===== config.mk =====
export PLATFORM = sky130hd
export DESIGN_NAME = mem_arbiter
export DESIGN_NICKNAME = d
export VERILOG_FILES = /design/src/rtl/mem_arbiter.sv
export SDC_FILE = /design/constraint.sdc
export NUM_CORES = 1
export LEC_CHECK = 0
export ABC_AREA = 1
export BUFFER_PORTS_ARGS = -buffer_cell sky130_fd_sc_hd__clkbuf_2
export CAP_MARGIN = 40
export CORE_MARGIN = 2
export CORE_UTILIZATION = 54
export CTS_CLUSTER_DIAMETER = 60
export CTS_CLUSTER_SIZE = 16
export DETAILED_ROUTE_END_ITERATION = 10
export PLACE_DENSITY = 0.81
export SLEW_MARGIN = 20
export SYNTH_ARGS = -nofsm -noshare
export SYNTH_HDL_FRONTEND = slang
export SYNTH_SLANG_ARGS = --single-unit

===== constraint.sdc =====
create_clock -name clk_in -period 4.1 [get_ports clk_in]
set_clock_uncertainty 0.1 [all_clocks]
set_input_delay 0.205 -clock clk_in [delete_from_list [all_inputs] [get_ports clk_in]]
set_output_delay 0.205 -clock clk_in [all_outputs]
set_load 0.01 [all_outputs]

===== src/rtl/mem_arbiter.sv =====
// Arbiter for the byte-serial 8-bit RAM/IO port. It serves instruction fetch and the load/store
// buffer, with the LSB taking priority, and assembles or splits little-endian multi-byte accesses.
module mem_arbiter #(
    parameter int         ADDR_W = 32,
    parameter logic [1:0] IO_HI  = 2'b11
) (
    input  logic              clk_in,
    input  logic              rst_in,
    input  logic              rdy_in,
    input  logic              clear,
    input  logic [7:0]        mem_din,
    input  logic              io_buffer_full,
    output logic [7:0]        mem_dout,
    output logic [ADDR_W-1:0] mem_a,
    output logic              mem_wr,
    input  logic              if_req,
    input  logic [ADDR_W-1:0] if_addr,
    output logic              if_done,
    output logic [31:0]       if_data,
    input  logic              lsb_req,
    input  logic              lsb_wr,
    input  logic [ADDR_W-1:0] lsb_addr,
    input  logic [1:0]        lsb_len,
    input  logic [31:0]       lsb_wdata,
    output logic              lsb_done,
    output logic [31:0]       lsb_rdata
);

    typedef enum logic [2:0] {IDLE, IF_RD, LS_RD, LS_WR, DONE} state_e;

    state_e            state_q, state_d;
    logic [1:0]        cnt_q, cnt_d;
    logic [1:0]        last_q, last_d;
    logic [ADDR_W-1:0] mem_a_q, mem_a_d;
    logic [7:0]        mem_dout_q, mem_dout_d;
    logic              mem_wr_q, mem_wr_d;
    logic              if_done_q, if_done_d;
    logic              lsb_done_q, lsb_done_d;
    logic [31:0]       if_data_q, if_data_d;
    logic [31:0]       lsb_rdata_q, lsb_rdata_d;
    logic [31:0]       asm_q, asm_d;
    logic [31:0]       wdata_q, wdata_d;
    logic [ADDR_W-1:0] nxt_addr;
    logic [1:0]        nxt_cnt;

    function automatic logic [1:0] last_idx(input logic [1:0] len);
        case (len)
            2'd0:    return 2'd0;
            2'd1:    return 2'd1;
            default: return 2'd3;
        endcase
    endfunction

    // IO writes must wait while the IO buffer cannot take another byte.
    function automatic logic io_stall(input logic full, input logic [ADDR_W-1:0] a);
        return full && (a[17:16] == IO_HI);
    endfunction

    assign nxt_addr = mem_a_q + ADDR_W'(1);
    assign nxt_cnt  = cnt_q + 2'd1;

    always_comb begin
        state_d     = state_q;
        cnt_d       = cnt_q;
        last_d      = last_q;
        mem_a_d     = mem_a_q;
        mem_dout_d  = mem_dout_q;
        mem_wr_d    = mem_wr_q;
        if_done_d   = if_done_q;
        lsb_done_d  = lsb_done_q;
        if_data_d   = if_data_q;
        lsb_rdata_d = lsb_rdata_q;
        asm_d       = asm_q;
        wdata_d     = wdata_q;
        case (state_q)
            IDLE: begin
                if (!clear && lsb_req) begin
                    mem_a_d = lsb_addr;
                    cnt_d   = 2'd0;
                    last_d  = last_idx(lsb_len);
                    asm_d   = 32'd0;
                    wdata_d = lsb_wdata;
                    if (lsb_wr) begin
                        state_d    = LS_WR;
                        mem_dout_d = lsb_wdata[7:0];
                        mem_wr_d   = !io_stall(io_buffer_full, lsb_addr);
                    end else begin
                        state_d  = LS_RD;
                        mem_wr_d = 1'b0;
                    end
                end else if (!clear && if_req) begin
                    state_d  = IF_RD;
                    mem_a_d  = if_addr;
                    cnt_d    = 2'd0;
                    last_d   = 2'd3;
                    asm_d    = 32'd0;
                    mem_wr_d = 1'b0;
                end
            end
            IF_RD, LS_RD: begin
                if (clear) begin
                    state_d  = IDLE;
                    mem_wr_d = 1'b0;
                    asm_d    = 32'd0;
                end else begin
                    asm_d[{cnt_q, 3'b000} +: 8] = mem_din;
                    if (cnt_q == last_q) begin
                        state_d = DONE;
                        if (state_q == IF_RD) begin
                            if_data_d = asm_d;
                            if_done_d = 1'b1;
                        end else begin
                            lsb_rdata_d = asm_d;
                            lsb_done_d  = 1'b1;
                        end
                    end else begin
                        cnt_d   = nxt_cnt;
                        mem_a_d = nxt_addr;
                    end
                end
            end
            LS_WR: begin
                // mem_wr_q high means byte cnt_q is being written at this edge.
                if (mem_wr_q) begin
                    if (cnt_q == last_q) begin
                        state_d    = DONE;
                        mem_wr_d   = 1'b0;
                        lsb_done_d = 1'b1;
                    end else begin
                        cnt_d      = nxt_cnt;
                        mem_a_d    = nxt_addr;
                        mem_dout_d = wdata_q[{nxt_cnt, 3'b000} +: 8];
                        mem_wr_d   = !io_stall(io_buffer_full, nxt_addr);
                    end
                end else begin
                    mem_wr_d = !io_stall(io_buffer_full, mem_a_q);
                end
            end
            DONE: begin
                state_d    = IDLE;
                if_done_d  = 1'b0;
                lsb_done_d = 1'b0;
            end
            default: state_d = IDLE;
        endcase
    end

    always_ff @(posedge clk_in or posedge rst_in) begin
        if (rst_in) begin
            state_q     <= IDLE;
            cnt_q       <= 2'd0;
            last_q      <= 2'd0;
            mem_a_q     <= '0;
            mem_dout_q  <= 8'd0;
            mem_wr_q    <= 1'b0;
            if_done_q   <= 1'b0;
            lsb_done_q  <= 1'b0;
            if_data_q   <= 32'd0;
            lsb_rdata_q <= 32'd0;
        end else if (rdy_in) begin
            state_q     <= state_d;
            cnt_q       <= cnt_d;
            last_q      <= last_d;
            mem_a_q     <= mem_a_d;
            mem_dout_q  <= mem_dout_d;
            mem_wr_q    <= mem_wr_d;
            if_done_q   <= if_done_d;
            lsb_done_q  <= lsb_done_d;
            if_data_q   <= if_data_d;
            lsb_rdata_q <= lsb_rdata_d;
        end
    end

    // Assembly and store-data buffers are always loaded before use, so they carry no reset.
    always_ff @(posedge clk_in) begin
        if (rdy_in) begin
            asm_q   <= asm_d;
            wdata_q <= wdata_d;
        end
    end

    assign mem_a     = mem_a_q;
    assign mem_dout  = mem_dout_q;
    assign mem_wr    = mem_wr_q;
    assign if_done   = if_done_q;
    assign lsb_done  = lsb_done_q;
    assign if_data   = if_data_q;
    assign lsb_rdata = lsb_rdata_q;

endmodule


# Word level (Yosys, flattened, before mapping)
# Index checks and enable logic that the tools add are counted.
dict set report word_totals {
  in_bits 114
  wordCells 118
  out_inout_bits 107
  ff_bits 178
}
dict set report classes {
  n_addsub 3
  bitwise_logic 2
  n_mux 49
  shifts 3
  eq_ne 20
  reduce_logical 29
}
# cell count
set op_table {}
lappend op_table {{32-bit two-way mux} 8}
lappend op_table {{32-bit one-hot mux with 3 select lines} 1}
lappend op_table {{32-bit one-hot mux with 2 select lines} 1}
lappend op_table {{32-bit by 1-bit adder with 32-bit output (second input constant)} 1}
lappend op_table {{32-bit bitwise mux} 1}
lappend op_table {{8-bit two-way mux} 4}
lappend op_table {{8-bit by 7-bit variable shift with 32-bit output (first input constant)} 1}
lappend op_table {{32-bit by 6-bit indexed part select with 8-bit output} 1}
lappend op_table {{8-bit by 7-bit indexed part select with 32-bit output} 1}
lappend op_table {{2-bit != test (second input constant)} 10}
lappend op_table {{5-bit AND reduction} 4}
lappend op_table {{8-bit one-hot mux with 2 select lines} 1}
lappend op_table {{1-bit two-way mux} 15}
lappend op_table {{3-bit two-way mux} 5}
lappend op_table {{2-bit two-way mux} 7}
lappend op_table {{3-bit AND reduction} 4}
lappend op_table {{3-bit one-hot mux with 3 select lines} 1}
lappend op_table {{2-bit nonzero test} 4}
lappend op_table {{5-bit negation with 7-bit output} 1}
lappend op_table {{7-bit AND reduction} 1}
lappend op_table {{2-bit == test (second input constant)} 3}
lappend op_table {{3-bit by 2-bit == test with 1-bit output (second input constant)} 2}
lappend op_table {{1-bit one-hot mux with 3 select lines} 2}
lappend op_table {{2-bit one-hot mux with 3 select lines} 1}
lappend op_table {{17 further kinds} 26}

# Logic depth before layout (Yosys ltp)
dict set report logic_depth {
  ltp_word 7
  depth_mapped 13
}

# Worst setup path before layout
# OpenSTA, ideal clock, no wires.
dict set report synth_timing {
  path_kind {register to register}
  startpoint {reg state_q[2]}
  endpoint {reg asm_q[0], enable pin}
  setup_time_ns 0.470
  required_ns 3.530
  n_path_buf 0
  period_less_slack_ns 3.722
  path_stages_with_launch 4
  t_arrival_ns 3.152
  slack_ns 0.378
  path_cell_list {dfrtp_1 inv_2 nand3_2 a211oi_1}
}
dict set report synth_via {
  elab_chain_len 4
}
# element line
set synth_rtl {}
lappend synth_rtl {{start, declared} 31} ;# state_e state_q, state_d;
lappend synth_rtl {{start signal, assigned} 161} ;# state_q <= state_d;
lappend synth_rtl {{3-bit by 1-bit == test with 1-bit output / 3-bit by 2-bit == test with 1-bit output (equally long branches)} 75} ;# case (state_q)
lappend synth_rtl {{2-bit OR reduction} 75}
lappend synth_rtl {{2-bit nonzero test (no line)} --}
lappend synth_rtl {{3-bit AND reduction (no line) *} --}
lappend synth_rtl {{end signal, assigned} 177} ;# asm_q <= asm_d;
lappend synth_rtl {{end, declared} 41} ;# logic [31:0] asm_q, asm_d;
# Every way passes the cells marked *; elsewhere a longest branch is shown, timed or not.
# A chain may end at the register's enable or synchronous reset.

# Final worst setup path
dict set report layout_timing {
  startpoint {reg state_q[2]}
  endpoint {reg mem_a_q[22], in the netlist mem_a[22]}
}
dict set report layout_via {
  elab_chain_len 4
}
# element line
set layout_rtl {}
lappend layout_rtl {{3-bit by 1-bit == test with 1-bit output / 3-bit by 2-bit == test with 1-bit output (equally long branches)} 75}
lappend layout_rtl {{2-bit OR reduction} 75}
lappend layout_rtl {{2-bit != test (no line) / 3-bit nonzero test (equally long branches)} --}
lappend layout_rtl {{5-bit AND reduction (no line)} --}
lappend layout_rtl {{end signal, assigned} 164} ;# mem_a_q <= mem_a_d;
lappend layout_rtl {{end, declared} 34} ;# logic [ADDR_W-1:0] mem_a_q, mem_a_d;
# Parallel ways exist; a longest one is shown, timed or not.

==> out/metrics.csv <==
metric,value,unit
Worst-Margin Slew,0.6726,ns
clk sinks,178,
sequential fraction of the synthesis area,0.5446,
Total Power,8.492,mW
startpoint types,flip-flop,
Final Hold Fails,0,
"Area growth, synth to finish",25.77,%
Syn Inst Count,1015,
Crit path arrival time,3.11,ns
hold path start,lsb_addr[11],
top cell type's share of synthesized area,0.3254,
CP required,4.33,ns
first-pass GRT wire length,39.97,mm
Core Box Area,15890,um^2
"Reg clk slew, reported paths",0.06,ns
Crit. Startpoint,state_q[2],
final-report setup violation count,0,
status,finished clean,
die width,131.4,um
FF-to-FF path depth,12,
largest cells by area after synthesis,"dfrtp_1 (33%), edfxtp_1 (22%), nand2_1 (8.3%)",
die area,17270,um^2
critical path class,reg2reg,
total number of vias,8196,
Reg-to-Reg End,mem_a[22],
Post-synth EDFFs,64,
Syn Std Cell Area,8767,um^2
Power Dens Cells,770.1,nW/um^2
Seq cells post-synth,178,
post-layout min period,2.878,ns
TritonCTS clock tree,yes,
CTS max path bufs,2,
GRT overflow,0,
first drt pass iteration count,5,
Yosys cell types,45,
dpl cells,1415,
row count,46,
port bufs,220,
Placement Setup Slack,1.365,ns
hold crit path type,in2reg,
VDD IR max,0.4111,mV
largest net degree at the start of global routing,66,
# resized after CTS,0,
nature of the critical path endpoint,flip-flop,
Hold Crit Depth,3,
"Slowest-stage cell, CP",dfrtp_1,
final setup margin,1.222,ns
Total Routing Usage GR,0.2902,
layout cells sized above 1,0.2468,
Antenna Cells,0,
Final #Nets,1375,
Setup TNS,0,ns
DRT Wirelength,24.87,mm
Worst Hold Path EP,mem_a[11],
R2R Setup Slk,1.22,ns
1st-iter DRT viols,823,
die height,131.4,um
RSZ-0062 raised after global routing,false,
Starting Density,0.5519,
fraction of registers with async set/reset,0.6404,
Final Slew Violations,0,
largest area contributor in the netlist,dfrtp_1,
initial antenna violation count,0,
vias in the first global route,7826,
root buffer cell,clkbuf_16,
# Max-Cap Violations,0,
CP Max Fanout,46,
I/O pin cnt,221,
ys flop type,dfrtp_1,
# DRC,0,
post-DR vias/cell,5.523,
post-DP HPWL,16.76,mm
"Design Area, Final",11030,um^2
mean post-synth cell area,8.638,um^2
placed inst area,10030,um^2
number of non-filler instances in the completed layout,1484,
# H-tree levels,4,
period utilization,0.7019,
P_leak,5.237,nW
Post-Syn Nets,1135,
Worst path max stage delay,0.46,ns
fill count,1313,
Max Clk Rate,347.5,MHz
Ys Warns,0,
Antenna Nets Post-Route,0,
CTS buffer count,17,
Routed WL per cell,16.76,um
worst-path cell chain,inv_2 -> nand3_2 -> o21ai_1 -> inv_1 -> nand2_1 -> nor2_4 -> buf_4 -> inv_2 -> a21oi_2 -> or2_2 -> nand2_1 -> inv_1,
R2R Path Start,state_q[2],
gpl congestion,0.8909,
Clock Latency Late Sink,0.44,ns
Slew headroom,0.5511,
## kinds of logic after synthesis
group | Yosys count | share of synthesized area
AO/OA/AOI/OAI | 252 | 0.1690
adder cells (fa/ha/maj) | 6 | 0.008563
buffers and inverters | 169 | 0.08092
flip-flops | 178 | 0.5446
XOR/XNOR | 10 | 0.009991
AND/OR/NAND/NOR | 400 | 0.1870
## repair_timing
item                                   4_1_cts  5_1_grt
buffers inserted                             0        0
hold buffers                                36        0
endpoints found under the hold margin       71        0
## synth_stat cells (2+ instances only)
library cell,count
o211ai_1,3
edfxtp_1,64
nor2_4,2
o21ai_1,11
o21ai_0,110
nor2_2,3
buf_2,6
a31oi_1,16
nor3_1,10
inv_2,4
a21oi_1,34
inv_1,114
ha_1,6
clkbuf_1,31
xor2_1,7
nand3_2,2
a22oi_2,2
or2_2,4
nand3_1,27
clkinv_1,3
nand2_1,195
buf_4,2
nor2_1,143
xnor2_1,3
nand2_2,2
o22ai_1,42
o32ai_1,2
o21ai_2,23
nand4_1,8
buf_6,8
dfrtp_1,114
## per-layer routing
| metal | GRT usage | wire length (um) | up-vias |
|---|---|---|---|
| li1 | - | - | 3861 |
| met1 | 0.3680 | 9956 | 3870 |
| met2 | 0.4983 | 12580 | 405 |
| met3 | 0.06674 | 1763 | 60 |
| met4 | 0.08575 | 568 | 0 |
| met5 | 0 | 0 | - |
## registers in the layout (all words and copies together) (netlist names)
| name | count |
|---|---|
| mem_dout | 8 |
| mem_a | 32 |
| state_q | 3 |
| wdata_q | 32 |
| mem_wr | 1 |
| if_data | 32 |
| lsb_done | 1 |
| last_q | 2 |
| if_done | 1 |
| asm_q | 32 |
| cnt_q | 2 |
| lsb_rdata | 32 |
## worst max path at each step
stage                            to  slack (ns)
after floorplan            asm_q[0]        0.38
after global placement    mem_a[22]        1.44
after detailed placement  mem_a[22]        1.36
after CTS                 mem_a[22]        1.35
after global routing      mem_a[22]        1.05
final                     mem_a[22]        1.22
## through the flow
| stage | hold slack [ns] | utilization |
|---|---|---|
| after floorplan | 0.2039 | - |
| after global placement | 0.2827 | 0.6285 |
| after detailed placement | 0.1346 | 0.6315 |
| after CTS | 0.01496 | 0.6929 |
| after global routing | 0.02838 | 0.6942 |
| final | 0.02226 | 0.6942 |
## power by group
group	internal [mW]	total [mW]	switching [mW]
logic	1.30	3.73	2.43
registers	2.56	3.10	0.539
clock network	0.962	1.67	0.704
total	4.81	8.49	3.68
## layout make-up
cell class                      count  area, um^2  share of cell area
Timing Repair Buffer              269        1604              0.1455
Tap cell                          216       270.3             0.02451
Clock buffer                       26       563.0             0.05106
Sequential cell                   178        4775              0.4330
Clock inverter                      6       52.55            0.004766
Multi-Input combinational cell    668        3306              0.2998
Inverter                          121       456.7             0.04142
## placed cells by master, fill, tap and decap left out, drive strengths merged, types with 2 or more instances in the layout
master	instances
edfxtp	64
dlygate4sd3	36
o22ai	42
o21ai	144
ha	6
a21oi	35
xor2	7
clkinv	5
nor3	10
clkbuf	246
buf	13
dfrtp	114
a31oi	16
nand2	198
nor2	148
or2	4
o32ai	2
xnor2	3
a22oi	3
nand3	29
nand4	8
inv	122
o211ai	3
## worst max-delay path: cells and delay by family, from the launching register on
family	cells	cell delay [ns]
AOI/OAI and AO/OA	2	0.40
DFF	1	0.46
buffers and inverters	5	0.95
and+or+nand+nor	5	0.84
(Power assumes the default switching activity.)
